$ cat config.mk
export PLATFORM = sky130hd
export DESIGN_NAME = serial_paralelo_rx
export DESIGN_NICKNAME = d
export VERILOG_FILES = /design/src/rtl/sp_rx_pkg.sv /design/src/rtl/sp_rx_deser.sv /design/src/rtl/serial_paralelo_rx.sv
export SDC_FILE = /design/constraint.sdc
export NUM_CORES = 1
export LEC_CHECK = 0
export CORE_ASPECT_RATIO = 1.2
export CORE_MARGIN = 4
export CORE_UTILIZATION = 44
export CTS_CLUSTER_SIZE = 10
export DETAILED_ROUTE_END_ITERATION = 10
export GPL_TIMING_DRIVEN = 0
export PLACE_DENSITY_LB_ADDON = 0.2
export SLEW_MARGIN = 20
export SYNTH_ARGS = -nofsm -noshare
export SYNTH_HDL_FRONTEND = slang
export SYNTH_SLANG_ARGS = --single-unit
$ cat constraint.sdc
create_clock -name dclk -period 1.9 [get_ports dclk]
set_input_delay 0.285 -clock dclk [delete_from_list [all_inputs] [get_ports dclk]]
set_output_delay 0.285 -clock dclk [all_outputs]
set_load 0.05 [all_outputs]
$ cat src/rtl/sp_rx_pkg.sv
// sp_rx_pkg -- shared definitions for the serial-to-parallel receiver.
//   COMMA_DEFAULT      : idle/alignment symbol the TX serializer sends when idle
//   LOCK_COUNT_DEFAULT : consecutive aligned COMMAs needed to declare lock
//   state_t            : receiver alignment state
package sp_rx_pkg;

  localparam logic [7:0]  COMMA_DEFAULT      = 8'hBC;
  localparam int unsigned LOCK_COUNT_DEFAULT = 4;

  typedef enum logic [1:0] {
    SEARCH,
    LOCKING,
    ACTIVE
  } state_t;

endpackage

$ cat src/rtl/sp_rx_deser.sv
// sp_rx_deser -- bit-level front end of the receiver.
// Shifts the serial stream MSB-first into an 8-bit register and counts bit
// slots so the FSM knows when a byte boundary occurs.
//   dclk      : serial bit clock (rising edge)
//   reset_L   : synchronous active-low reset
//   data_in   : serial bit stream
//   restart   : realign the bit counter; the next boundary falls 8 cycles later
//   sreg      : registered shift register (holds the last complete byte
//               for the cycle after a boundary)
//   byte_next : shift register value including the bit sampled this edge
//   boundary  : high in the cycle whose edge shifts in the 8th bit of a byte
module sp_rx_deser (
  input  logic       dclk,
  input  logic       reset_L,
  input  logic       data_in,
  input  logic       restart,
  output logic [7:0] sreg,
  output logic [7:0] byte_next,
  output logic       boundary
);

  logic [2:0] bit_cnt;

  assign byte_next = {sreg[6:0], data_in};
  assign boundary  = (bit_cnt == 3'd7);

  always_ff @(posedge dclk) begin
    if (!reset_L) begin
      sreg    <= '0;
      bit_cnt <= '0;
    end else begin
      sreg    <= byte_next;
      bit_cnt <= restart ? 3'd0 : bit_cnt + 3'd1;
    end
  end

endmodule

$ cat src/rtl/serial_paralelo_rx.sv
// serial_paralelo_rx -- serial-to-parallel receiver with COMMA alignment.
// Hunts for COMMA at any bit phase, confirms LOCK_COUNT aligned COMMAs, then
// emits one byte per 8 dclk cycles, held stable for the whole byte period.
//   dclk      : serial bit clock, the only clock (rising edge)
//   reset_L   : synchronous active-low reset
//   data_in   : serial stream, MSB of each byte first
//   data_out  : recovered byte
//   valid_out : data_out holds a non-COMMA payload byte
//   active    : receiver locked
//   byte_tick : one-cycle pulse on each data_out load while locked
//   byte_cnt  : (only with SP_RX_BYTE_CNT_EN defined) saturating count of
//               payload bytes delivered since reset
module serial_paralelo_rx
  import sp_rx_pkg::*;
#(
  parameter logic [7:0]  COMMA      = COMMA_DEFAULT,
  parameter int unsigned LOCK_COUNT = LOCK_COUNT_DEFAULT
) (
  input  logic        dclk,
  input  logic        reset_L,
  input  logic        data_in,
  output logic [7:0]  data_out,
  output logic        valid_out,
  output logic        active,
  output logic        byte_tick
`ifdef SP_RX_BYTE_CNT_EN
  ,
  output logic [15:0] byte_cnt
`endif
);

  localparam int unsigned     CNT_W     = (LOCK_COUNT < 2) ? 1 : $clog2(LOCK_COUNT + 1);
  localparam logic [CNT_W-1:0] LOCK_MAX  = CNT_W'(LOCK_COUNT);
  localparam logic [CNT_W-1:0] LOCK_LAST = CNT_W'(LOCK_COUNT - 1);

  state_t           state;
  logic [CNT_W-1:0] bc_cnt;
  logic             load_pend;
  logic [7:0]       sreg;
  logic [7:0]       byte_next;
  logic             boundary;
  logic             is_comma;
  logic             restart;

  assign is_comma = (byte_next == COMMA);
  // A COMMA seen while hunting defines the byte phase from here on.
  assign restart  = (state == SEARCH) && is_comma;

  sp_rx_deser u_deser (
    .dclk      (dclk),
    .reset_L   (reset_L),
    .data_in   (data_in),
    .restart   (restart),
    .sreg      (sreg),
    .byte_next (byte_next),
    .boundary  (boundary)
  );

  always_ff @(posedge dclk) begin
    if (!reset_L) begin
      state     <= SEARCH;
      bc_cnt    <= '0;
      load_pend <= 1'b0;
      data_out  <= '0;
      valid_out <= 1'b0;
      active    <= 1'b0;
      byte_tick <= 1'b0;
`ifdef SP_RX_BYTE_CNT_EN
      byte_cnt  <= '0;
`endif
    end else begin
      byte_tick <= 1'b0;
      load_pend <= 1'b0;

      // Output is loaded one edge after the boundary, from the registered
      // shift register, which still holds the completed byte in that cycle.
      if (load_pend) begin
        data_out  <= sreg;
        valid_out <= (sreg != COMMA);
        byte_tick <= 1'b1;
`ifdef SP_RX_BYTE_CNT_EN
        if ((sreg != COMMA) && (byte_cnt != 16'hFFFF)) begin
          byte_cnt <= byte_cnt + 16'd1;
        end
`endif
      end

      unique case (state)
        SEARCH: begin
          if (is_comma) begin
            state  <= LOCKING;
            bc_cnt <= CNT_W'(1);
          end
        end
        LOCKING: begin
          if (boundary) begin
            if (is_comma) begin
              if (bc_cnt != LOCK_MAX) begin
                bc_cnt <= bc_cnt + CNT_W'(1);
              end
              if (bc_cnt >= LOCK_LAST) begin
                state  <= ACTIVE;
                active <= 1'b1;
              end
            end else begin
              state  <= SEARCH;
              bc_cnt <= '0;
            end
          end
        end
        ACTIVE: begin
          if (boundary) begin
            load_pend <= 1'b1;
          end
        end
        default: begin
          state  <= SEARCH;
          active <= 1'b0;
        end
      endcase
    end
  end

endmodule

==> qor.yml <==
place:
  dpl.hpwl_mm: 1.56
  dp_slack_ns: 0.0238
  port-buffer-count: 13
  gp_congestion: 0.754
global_route:
  met1_usage_pct: 17.3
  grtUsageMet2_pct: 22.6
  grt.busiest_layer: "met2"
  grt_pass1_vias: 849
  grt_first_pass_wirelength_mm: 3.73
  met3_usage_pct: 4.01
  overflow: 0
  grt_max_degree: 16
  grtUsageTotal_pct: 14.3
  antenna_found_initial: 0
setup_path:
  cp.required_ns: 1.62
  path_cells: "clkdlybuf4s50_1"
  cp-start-kind: "register"
  r2r_start: "u_deser.sreg[2]$_SDFF_PN0_"
  critPathKind: "register to output pin"
  slowest_delay_ns: 0.81
  crit_start: "valid_out$_SDFFE_PN0P_"
  crit_family: "buffers and inverters"
  critPathSlowestCell: "clkdlybuf4s50_1"
  path_buf_inv: 1
  cp_max_fo: 2
  timing.rr.end: "bc_cnt[0]$_SDFFE_PN0P_"
  rrSetupSlack_ns: 0.28
  endpoint_kind: "output pin"
  critPathArrivalTime_ns: 1.49
  reg2reg_depth: 4
timing:
  max_freq_mhz: 563
  relSlewSlack_pct: 57.7
  fin_crit_ns: 1.78
  rsz0062_at_grt: "false"
  hold_viol_final: 0
  period_share_pct: 93.5
  setup_tns_ns: 0
  setup_viol_count_final: 0
  fin_hold_ws_ns: 0.434
  tightest_slew_ns: 0.634
  maxSlewViolCount: 0
  fin_ws_ns: 0.123
  fin_worst_skew_ns: 0.00399
floorplanning:
  ios: 14
  initial_utilization_pct: 47.8
  die_w_um: 54.4
  die-height_um: 63.7
  rows: 19
  core_area_um2: 2380
  die_area_um2: 3470
cells_and_area:
  drive_above_1_share_pct: 8.59
  area_delta_synth_final_pct: 18.0
  diodes: 0
  mostFrequentLayoutCell: "dfxtp_1"
  nNetsFinal: 137
  layout_common_cells: "dfxtp_1 (28), nor2_1 (14), clkdlybuf4s50_1 (13)"
  final_util_pct: 56.5
synthesis:
  synth-xor-area-share_pct: 0
  synth_top_family_by_area: "simple AND/OR/NAND/NOR gates"
  yosys_warnings: 0
  synthCells: 111
  synth-compound-area-share_pct: 12.1
  synth_simple_gate_area_share_pct: 21.6
  synthAdderAreaFrac_pct: 5.50
  yosysUniqueCellTypes: 29
  synth-seq-cells: 28
  ys_seq_area_share_pct: 49.3
  syn-num-nets: 119
  synth.area.mux_share_pct: 7.92
  synth_area_per_cell_um2: 10.2
  syn_area_um2: 1140
power:
  p_switching_uw: 187
  pwr-share-comb_pct: 3.4
  p_per_area_nw_per_um2: 680
  netSwitchingFraction_pct: 20.5
  seqPwrFrac_pct: 65.8
  leakagePower_nw: 0.523
  ir_drop_v: 0.000557
  intPower_uw: 726
  clock_power_share_pct: 30.8
detailed_routing:
  drt_first_iter_violations: 11
  via_count: 826
  remaining_drc_errors: 0
  via_per_inst: 5.19
  drt-total-wl_mm: 2.09
  final_antenna_net_count: 0
  wire_per_inst_um: 13.2
  firstDrtPassIters: 4
cts:
  htree_levels: 1
  cts_hold_buf: 0
  cts_buffers: 3
  clk_pin_slew_ns: 0.14
  root_buffer: "clkbuf_4"
  clock_sinks: 28
  cts_buffer_depth: 2
  cts_tree: "built"
  post_cts_buffers: 0
  post_cts_resized: 0
  insertion_delay_ns: 0.32
flow_run:
  drv_cap: 0
worst_hold_path:
  hold_start: "u_deser.bit_cnt[0]$_SDFF_PP0_"
  holdPathStages: 1
  holdPathEnd: "u_deser.bit_cnt[0]$_SDFF_PP0_"
  hold_class: "register to register"
status:
  status: "finished, final reports clean"
Yosys cell counts, drive strengths merged:
| cell type | number | area, um2 |
|---|---|---|
| dfxtp | 28 | 561 |
| nor2 | 14 | 52.6 |
| and2 | 9 | 57.6 |
| mux2i | 9 | 90.1 |
| inv | 7 | 26.3 |
| nand2 | 6 | 22.5 |
| ha | 5 | 62.6 |
| clkbuf | 4 | 15.0 |
| a211oi | 3 | 27.5 |
| nand3 | 3 | 15.0 |
| nor2b | 3 | 18.8 |
| o21ai | 3 | 15.0 |
| a21oi | 2 | 10.0 |
| a31oi | 2 | 12.5 |
| o31ai | 2 | 28.8 |
| a211o | 1 | 8.76 |
| a221oi | 1 | 15.0 |
| and3 | 1 | 6.26 |
| nand2b | 1 | 6.26 |
| nand3b | 1 | 7.51 |
| nand4b | 1 | 23.8 |
| nand4bb | 1 | 11.3 |
| nor4 | 1 | 12.5 |
| o21ba | 1 | 10.0 |
| o311a | 1 | 10.0 |
| or4 | 1 | 11.3 |
flip-flops by register name, summed over array words and instances (netlist names):
register / cells
load_pend: 1
byte_tick: 1
u_deser.bit_cnt: 3
active: 1
u_deser.sreg: 8
valid_out: 1
bc_cnt: 3
state: 2
data_out: 8
layout make-up:
class | count | area (um2)
inverters | 7 | 26.3
clock buffers | 4 | 36.3
multi-input cells | 72 | 536
fillers | 233 | 1030
plain buffers | 4 | 15.0
well taps | 31 | 38.8
repair buffers | 13 | 130
flip-flops and latches | 28 | 561
metal layers:
| metal | wire length (um) | share of wire, % |
|---|---|---|
| met4 | 42 | 2.0 |
| met2 | 1040 | 50 |
| met5 | 0 | 0 |
| met3 | 84 | 4.0 |
| met1 | 924 | 44 |
power groups by stage:
| stage | Sequential (mW) | Clock, mW | Combinational, mW |
|---|---|---|---|
| after floorplan | 0.612 | 0 | 0.0192 |
| after global placement | 0.614 | 0 | 0.0300 |
| after detailed placement | 0.614 | 0 | 0.0310 |
| after CTS | 0.601 | 0.290 | 0.0311 |
| after global routing | 0.603 | 0.318 | 0.0360 |
| final | 0.601 | 0.281 | 0.0307 |
kinds of logic (layout without fill, tap and decap cells):
logic type,count (synthesis),after routing
AOI/OAI and AO/OA,16,16
adders and majority gates,5,5
buffers and inverters,11,28
DFF,28,28
muxes,9,9
and+or+nand+nor,42,42
worst max-delay path by stage:
stage / endpoint / depth (start not counted)
finish: valid_out / 1
global route: data_out[5] / 1
CTS: data_out[5] / 1
detailed placement: bc_cnt[0]$_SDFFE_PN0P_ / 4
global placement: bc_cnt[0]$_SDFFE_PN0P_ / 4
floorplan: u_deser.bit_cnt[0]$_SDFF_PP0_ / 4
worst register-to-register path, cell delays in order, from the launching register on:
cell,delay [ns]
dfxtp_1,0.43
nand4b_4,0.14
nor4_2,0.51
a31oi_1,0.15
o311a_1,0.30
per-stage QoR:
step | power (mW) | std cells | instance area (um2)
2_1_floorplan | 0.632 | 111 | 1140
3_3_place_gp | 0.644 | 155 | 1310
3_5_place_dp | 0.645 | 155 | 1310
4_1_cts | 0.922 | 159 | 1340
5_1_grt | 0.957 | 159 | 1340
6_report | 0.913 | 159 | 1340
No activity file was read; power rests on OpenSTA's default activity.
